--- src/rtl/tans_pkg.sv ---
// Shared tANS tables (L=8, 3-symbol alphabet) and Huffman code definitions
// used by both the Huffman->tANS recoder and its inverse.
package tans_pkg;

  localparam int unsigned L       = 8;
  localparam int unsigned STATE_W = 4;
  localparam int unsigned NB_W    = 2;
  localparam int unsigned CHUNK_W = 3;

  typedef enum logic [1:0] {SYM_A, SYM_B, SYM_C} sym_t;
  typedef logic [STATE_W-1:0] state_t;

  typedef struct packed {
    sym_t              sym;
    state_t            y;
    logic [NB_W-1:0]   nb;
  } dec_entry_t;

  // Decode table indexed by X-L
  localparam sym_t DEC_SYM [L] = '{SYM_A, SYM_A, SYM_B, SYM_A, SYM_C, SYM_A, SYM_B, SYM_A};
  localparam state_t DEC_Y [L] = '{4'd5, 4'd6, 4'd2, 4'd7, 4'd1, 4'd8, 4'd3, 4'd9};
  localparam logic [NB_W-1:0] DEC_NB [L] = '{2'd1, 2'd1, 2'd2, 2'd1, 2'd3, 2'd0, 2'd2, 2'd0};

  // Huffman codes, first-emitted bit in [1]: A=0, B=10, C=11
  localparam logic [1:0] HUF_LEN  [3] = '{2'd1, 2'd2, 2'd2};
  localparam logic [1:0] HUF_BITS [3] = '{2'b00, 2'b10, 2'b11};

  function automatic dec_entry_t dec_lookup(input state_t x);
    logic [2:0] idx;
    dec_entry_t e;
    idx   = 3'(x - 4'(L));
    e.sym = DEC_SYM[idx];
    e.y   = DEC_Y[idx];
    e.nb  = DEC_NB[idx];
    return e;
  endfunction

endpackage

--- src/rtl/tans_dec_table.sv ---
// Combinational tANS decode lookup: state X -> {symbol, base y, bit count nb}.
module tans_dec_table
  import tans_pkg::*;
(
  input  state_t     x,
  output dec_entry_t entry_c
);

  assign entry_c = dec_lookup(x);

endmodule

--- src/rtl/tans_hf_recoder.sv ---
// Decodes a LIFO tANS chunk stream and re-emits each symbol as serial Huffman bits.
module tans_hf_recoder
  import tans_pkg::*;
#(
  parameter int unsigned CNT_W      = 8,
  parameter state_t      INIT_STATE = 4'd8
) (
  input  logic               PHI,
  input  logic               RST,
  input  logic               start,
  input  state_t             init_state,
  input  logic [CNT_W-1:0]   sym_count,
  output logic               busy,
  output logic [NB_W-1:0]    req_bits,
  input  logic [CHUNK_W-1:0] in_data,
  input  logic               in_valid,
  output logic               in_ready,
  output logic               out_bit,
  output logic               out_valid,
  input  logic               out_ready,
  output logic               done,
  output state_t             final_state,
  output logic               state_err
);

  typedef enum logic [2:0] {IDLE, EMIT1, EMIT2, FETCH, DONE} fsm_t;

  fsm_t             fsm_q, fsm_d;
  state_t           x_q, x_d;
  logic [CNT_W-1:0] cnt_q, cnt_d;
  dec_entry_t       cur_q, nxt_c;
  logic [CHUNK_W-1:0] chunk_mask;
  state_t           x_fetch;

  logic             busy_d, in_ready_d, out_bit_d, out_valid_d, done_d, state_err_d;
  logic [NB_W-1:0]  req_bits_d;
  state_t           final_state_d;

  // Lookup on the next X so outputs and the cached entry are registered together
  tans_dec_table u_dec (
    .x       (x_d),
    .entry_c (nxt_c)
  );

  always_comb begin
    fsm_d         = fsm_q;
    x_d           = x_q;
    cnt_d         = cnt_q;
    chunk_mask    = 3'((4'd1 << cur_q.nb) - 4'd1);
    x_fetch       = 4'((cur_q.y << cur_q.nb) | {1'b0, in_data & chunk_mask});
    final_state_d = final_state;
    state_err_d   = state_err;

    case (fsm_q)
      IDLE: begin
        if (start) begin
          x_d   = init_state;
          cnt_d = sym_count;
          fsm_d = (sym_count == '0) ? DONE : EMIT1;
        end
      end
      EMIT1: begin
        if (out_ready) fsm_d = (HUF_LEN[cur_q.sym] == 2'd2) ? EMIT2 : FETCH;
      end
      EMIT2: begin
        if (out_ready) fsm_d = FETCH;
      end
      FETCH: begin
        if (cur_q.nb == '0 || in_valid) begin
          x_d   = x_fetch;
          cnt_d = cnt_q - CNT_W'(1);
          fsm_d = (cnt_q == CNT_W'(1)) ? DONE : EMIT1;
        end
      end
      DONE:    fsm_d = IDLE;
      default: fsm_d = IDLE;
    endcase

    busy_d      = (fsm_d != IDLE);
    out_valid_d = (fsm_d == EMIT1) || (fsm_d == EMIT2);
    out_bit_d   = 1'b0;
    if (fsm_d == EMIT1) out_bit_d = HUF_BITS[nxt_c.sym][1];
    if (fsm_d == EMIT2) out_bit_d = HUF_BITS[nxt_c.sym][0];
    req_bits_d  = (fsm_d == FETCH) ? nxt_c.nb : '0;
    in_ready_d  = (fsm_d == FETCH) && (nxt_c.nb != '0);
    done_d      = (fsm_d == DONE);
    if (fsm_d == DONE) begin
      final_state_d = x_d;
      state_err_d   = (x_d != INIT_STATE);
    end
  end

  always_ff @(posedge PHI or negedge RST) begin
    if (!RST) begin
      fsm_q       <= IDLE;
      x_q         <= INIT_STATE;
      cnt_q       <= '0;
      cur_q       <= dec_lookup(INIT_STATE);
      busy        <= 1'b0;
      req_bits    <= '0;
      in_ready    <= 1'b0;
      out_bit     <= 1'b0;
      out_valid   <= 1'b0;
      done        <= 1'b0;
      final_state <= INIT_STATE;
      state_err   <= 1'b0;
    end else begin
      fsm_q       <= fsm_d;
      x_q         <= x_d;
      cnt_q       <= cnt_d;
      cur_q       <= nxt_c;
      busy        <= busy_d;
      req_bits    <= req_bits_d;
      in_ready    <= in_ready_d;
      out_bit     <= out_bit_d;
      out_valid   <= out_valid_d;
      done        <= done_d;
      final_state <= final_state_d;
      state_err   <= state_err_d;
    end
  end

endmodule

--- config.mk ---
export PLATFORM = sky130hd
export DESIGN_NAME = tans_hf_recoder
export DESIGN_NICKNAME = d
export VERILOG_FILES = /design/src/rtl/tans_pkg.sv /design/src/rtl/tans_dec_table.sv /design/src/rtl/tans_hf_recoder.sv
export SDC_FILE = /design/constraint.sdc
export NUM_CORES = 1
export LEC_CHECK = 0
export CAP_MARGIN = 10
export CORE_MARGIN = 2
export CORE_UTILIZATION = 45
export CTS_BUF_LIST = sky130_fd_sc_hd__clkbuf_16
export DETAILED_ROUTE_END_ITERATION = 10
export HOLD_SLACK_MARGIN = 0.02
export PLACE_DENSITY = 0.7
export SETUP_SLACK_MARGIN = 0.4
export SLEW_MARGIN = 20
export SYNTH_ARGS = -nofsm -noshare
export SYNTH_HDL_FRONTEND = slang
export SYNTH_SLANG_ARGS = --single-unit
--- constraint.sdc ---
create_clock -name PHI -period 8 [get_ports PHI]
set_clock_uncertainty 0.05 [all_clocks]
set_input_delay 0.8 -clock PHI [delete_from_list [all_inputs] [get_ports PHI]]
set_output_delay 0.8 -clock PHI [all_outputs]
set_load 0.03 [all_outputs]
Yosys cells after proc, flatten, opt, wreduce, memory -nomap -nowiden
Memories as Yosys holds them, arrays and structs flattened. A register that Yosys moved wholly into a read port is not among the register bits.
Cells that the tools add are included.
{"block": "classes", "n_addsub": 3, "order_cmp": 3, "n_eq_ne": 12, "shift": 2, "muxes": 27, "n_bitwise": 5, "n_reduce_logical": 11}
{"operator": "$mux 2", "n": 9}
{"operator": "$mux 3", "n": 6}
{"operator": "$mux 8", "n": 2}
{"operator": "$pmux 8 s2", "n": 1}
{"operator": "$eq 3x2->1 const B", "n": 4}
{"operator": "$pmux 3 s4", "n": 1}
{"operator": "$bmux 2 s2", "n": 2}
{"operator": "$eq 8x1->1 const B", "n": 1}
{"operator": "$logic_not 8->1", "n": 1}
{"operator": "$mux 4", "n": 2}
{"operator": "$pmux 4 s2", "n": 1}
{"operator": "$sub 8x1->8 const B", "n": 1}
{"operator": "$eq 3x1->1 const B", "n": 2}
{"operator": "$ge 3x3->1 const B", "n": 2}
{"operator": "$not 2->3", "n": 2}
{"operator": "$sub 3x1->3 const B", "n": 2}
{"operator": "$ge 4x4->1 const B", "n": 1}
{"operator": "$ne 2x2->1 const B", "n": 2}
{"operator": "$ne 4x4->1 const B", "n": 1}
{"operator": "$not 3->4", "n": 1}
{"operator": "$or 4x3->4", "n": 1}
{"operator": "$reduce_bool 2->1", "n": 2}
{"operator": "$shl 4x2->4", "n": 1}
{"operator": "$and 3x3->3", "n": 1}
{"operator": "11 further kinds", "n": 14}
{"block": "totals", "register_bits": 31, "mem_bits_ro": 64, "inputBits": 20, "output_inout_bits": 12, "mem_count": 3}
{"name": "(no name shown)", "depth": 8, "width": 4, "rd": 1, "rd_ports_with_merged_regs": 1, "write_ports": 0, "line_no": "tans_pkg.sv:33", "text": "e.y = DEC_Y[idx];"}
{"name": "(no name shown)", "depth": 8, "width": 2, "rd": 1, "rd_ports_with_merged_regs": 0, "write_ports": 0, "line_no": "tans_pkg.sv:34", "text": "e.nb = DEC_NB[idx];"}
{"name": "(no name shown)", "depth": 8, "width": 2, "rd": 1, "rd_ports_with_merged_regs": 0, "write_ports": 0, "line_no": "tans_pkg.sv:32", "text": "e.sym = DEC_SYM[idx];"}

Longest topological paths before layout
{"block": "logic_depth", "ltp_word": 17, "mapped_depth": 12}

By module
A second synthesis with hierarchy kept.
{"block": "hier_totals", "cells_unflattened": 163, "hier_area_um2": 1793.0}
{"mod": "tans_hf_recoder", "n_inst": 1, "cells_per_inst": 147, "area_per_inst_um2": 1675.4}
{"mod": "tans_dec_table", "n_inst": 1, "cells_per_inst": 16, "area_per_inst_um2": 117.6}

Worst setup path after synthesis
Ideal clock, no wire load.
{"block": "synth_timing", "kind": "in2reg", "from": "input in_valid", "to": "register out_bit", "setup_time_ps": 79, "arrival_time_ps": 3040, "setup_slack_ps": 4830, "cell_stages": 11, "n_path_buf": 1, "cell_sequence": "o21bai_1 a21oi_1 clkbuf_1 a22oi_1 o21ai_0 inv_1 ha_1 and2_1 ha_1 or3_1 mux2i_1"}
{"element": "start: declaration", "line_no": "tans_hf_recoder.sv:16", "text": "input logic in_valid,"}
{"element": "end signal: assignment", "line_no": "tans_hf_recoder.sv:115", "text": "out_bit <= out_bit_d;"}
{"element": "end: declaration", "line_no": "tans_hf_recoder.sv:18", "text": "output logic out_bit,"}

==> summary.txt <==
CTS
  – Clk buf depth: 2
  – CTS Buf Count: 5
  – CTS tree: yes
  – CTS sink count: 35
  – Clock-pin slew on the worst setup and hold paths: 0.06 ns
  – Setup bufs post-CTS: 0
  – Hold_buf cts: 0
  – CTS resizes: 0
  – H-Tree Level Count: 2
  – Clk_lat worst skew: 0.28 ns
  – CTS Root Buffer Type: clkbuf_16

Timing
  – RSZ-0062 raised after global routing: no
  – Final hold vios: 0
  – Pins over their slew limit: 0
  – Setup TNS: 0 ns
  – Final setup fails: 0
  – Max transition margin: 39.1%
  – F_max: 264 MHz
  – Tightest Pin Transition: 0.914 ns
  – Clock period minus final worst setup slack: 3.79 ns
  – Tcrit/Tclk final: 47.3%

Drt
  – DR iter-0 viols: 54
  – WL final: 4000 um
  – Routed wire per std cell: 16.0 um
  – Routed Antenna Nets: 0
  – Drt pass-1 iters: 4
  – Vias per cell: 5.65
  – DR DRC count: 0
  – Routed via count: 1413

Placed design
  – Post-DP HPWL: 2850 um
  – Post-Place Cells: 242
  – IO Port Bufs: 31
  – Final GP Congestion: 0.815

Layout
  – Layout cell share with drive strength beyond 1: 15.0%
  – Fill count: 319
  – Synthesis-to-layout area growth: 28.4%
  – # diodes: 0
  – Final cell count without fillers: 250
  – FF+latch area: 882 um2
  – Nets: 226
  – Area of the multi-input gates: 852 um2

Floorplan
  – Total die area: 4530 um2
  – FP Rows: 23
  – Core area: 3940 um2
  – Width of the die: 67.3 um
  – Die height: 67.3 um
  – I/O Pins: 32
  – Initial Utilization: 45.8%

Synth
  – Synth Warn #: 0
  – Leading area contributor after synthesis: dfrtp_1
  – Area contributors post-synth: dfrtp_1 (42%), dfstp_2 (7.3%), ha_1 (4.9%)
  – Syn nets: 194
  – Top-area cell type share of the netlist area: 41.6%
  – Mapped Avg Cell Area: 10.8 um2
  – Post-synthesis compound-gate area fraction: 18.1%
  – Post-Synthesis Cell Area: 1800 um2
  – Number of synthesized register bits: 35
  – Post-synth EDFFs: 0
  – Post-Synthesis Cells: 167
  – Multiplexer share of the synthesized area: 6.17%
  – Top-count cell post-synth: dfrtp_1
  – Largest family of logic cells by synthesized area: compound AO/OA/AOI/OAI gates
  – Async SR Flop Fraction: 100%
  – Most used DFF post-synth: dfrtp_1
  – Synth Area in XOR/XNOR: 0.485%
  – Synth Area in Adders: 4.85%
  – Cell variety after synth: 49
  – Synth top cells by count: dfrtp_1 (30), nor2_1 (13), a21oi_1 (10), nand2_1 (10), o21ai_0 (10)
  – Sequential area share after synthesis: 48.9%
  – Simple-gate share of the synthesized area: 17.6%

Pwr
  – Power Dens Cells: 429 nW/um2
  – Leakage: 0.000965 uW
  – Maximum vdd drop: 204 uV

Worst hold path
  – Hold WC Path Type: reg2reg

GRT
  – Gr ovfl total: 0
  – Met3 Use GR: 6.33%
  – Met1 global-route usage: 25.2%
  – GRT Max-Usage Layer: met2
  – First-pass GRT wire length: 6470 um
  – Vias in the first global route: 1360
  – All-layer global routing usage: 19.5%
  – Initial antenna violation count: 0
  – Met2 GRT Util: 30.6%
  – Largest net degree at the start of global routing: 36

Run
  – Max Cap Viol: 0

Worst setup path
  – Crit path DAT: 3.94 ns
  – Worst Setup End Kind: register
  – WS Path Type: in2reg
  – Worst Path Max Fanout: 11
  – Crit path required time: 8.15 ns
  – CP Launch Type: primary input

Status
  – Outcome: finished clean
## cells by family after synthesis
logic type,after synthesis
XOR/XNOR,1
flip-flops,35
AND/OR/NAND/NOR,54
multiplexers,9
adder cells (fa/ha/maj),7
buffers and inverters,16
AO/OA/AOI/OAI,45
## per-stage QoR
step	utilization (%)	setup slack (ns)	total power, uW	area (um2)	hold WS [ns]
after CTS	58.8	4.20	999	2320	0.481
after floorplan	-	4.83	652	1800	0.408
final	58.8	4.21	993	2320	0.482
after global routing	58.8	4.02	1060	2320	0.501
after detailed placement	54.5	3.91	771	2150	0.468
after global placement	54.5	4.04	760	2150	0.444
## flip-flops by register name, indices dropped and copies added (netlist names)
name / flops
cnt_q: 8
cur_q: 8
final_state: 4
x_q: 4
fsm_q: 3
req_bits: 2
busy: 1
done: 1
in_ready: 1
out_bit: 1
out_valid: 1
state_err: 1
## report_power, final
part,internal (uW),total [uW],leakage [uW],switching (uW)
combinational,202,458,0.000449,255
clock,147,220,0.0000838,73.1
sequential,257,316,0.000432,58.2
## path summary, 6_finish.rpt
path	to	slack, ns	start	cells past startpoint
max	out_bit	4.21	in_valid	11
min	final_state[1]	0.48	final_state[1]	1
max reg2reg	out_bit	4.51	fsm_q[2]	10
min reg2reg	final_state[1]	0.48	final_state[1]	1
max in group asynchronous	cur_q[2]	6.67	RST	2
min in group asynchronous	cnt_q[5]	0.87	RST	2
## critical path: stages
cell	delay [ns]
clkdlybuf4s50_1	0.41
o21bai_1	0.22
a21oi_1	0.74
a22oi_1	0.15
o21ai_0	0.29
inv_1	0.14
ha_1	0.24
and2_1	0.18
ha_1	0.27
or3_1	0.37
mux2i_1	0.12
## metal layers
| metal | wire, um | share of wire, % |
|---|---|---|
| met1 | 1740 | 43 |
| met2 | 1970 | 49 |
| met3 | 238 | 5.9 |
| met4 | 60 | 1.5 |
| met5 | 0 | 0 |
## layout make-up
cell class / instances / share of cell area, %
repair buffers: 32 / 13.7
flip-flops and latches: 35 / 38.1
clock inverters: 3 / 1.89
well taps: 50 / 2.70
inverters: 9 / 1.46
clock buffers: 5 / 5.40
multi-input cells: 116 / 36.8
## cell usage in the layout, fill, tap and decap left out, types with 3 or more instances in the layout
cell,n
ha_1,7
dfrtp_1,30
dfstp_2,5
clkdlybuf4s50_1,31
a21oi_1,10
mux2i_1,4
clkbuf_16,5
nor3_1,6
o21ba_2,3
or3_1,3
nand2_1,10
o21ai_0,10
nand3_1,4
inv_1,8
nor2_1,13
mux2_2,3
o22ai_1,3
No activity file was read; power rests on OpenSTA's default activity.
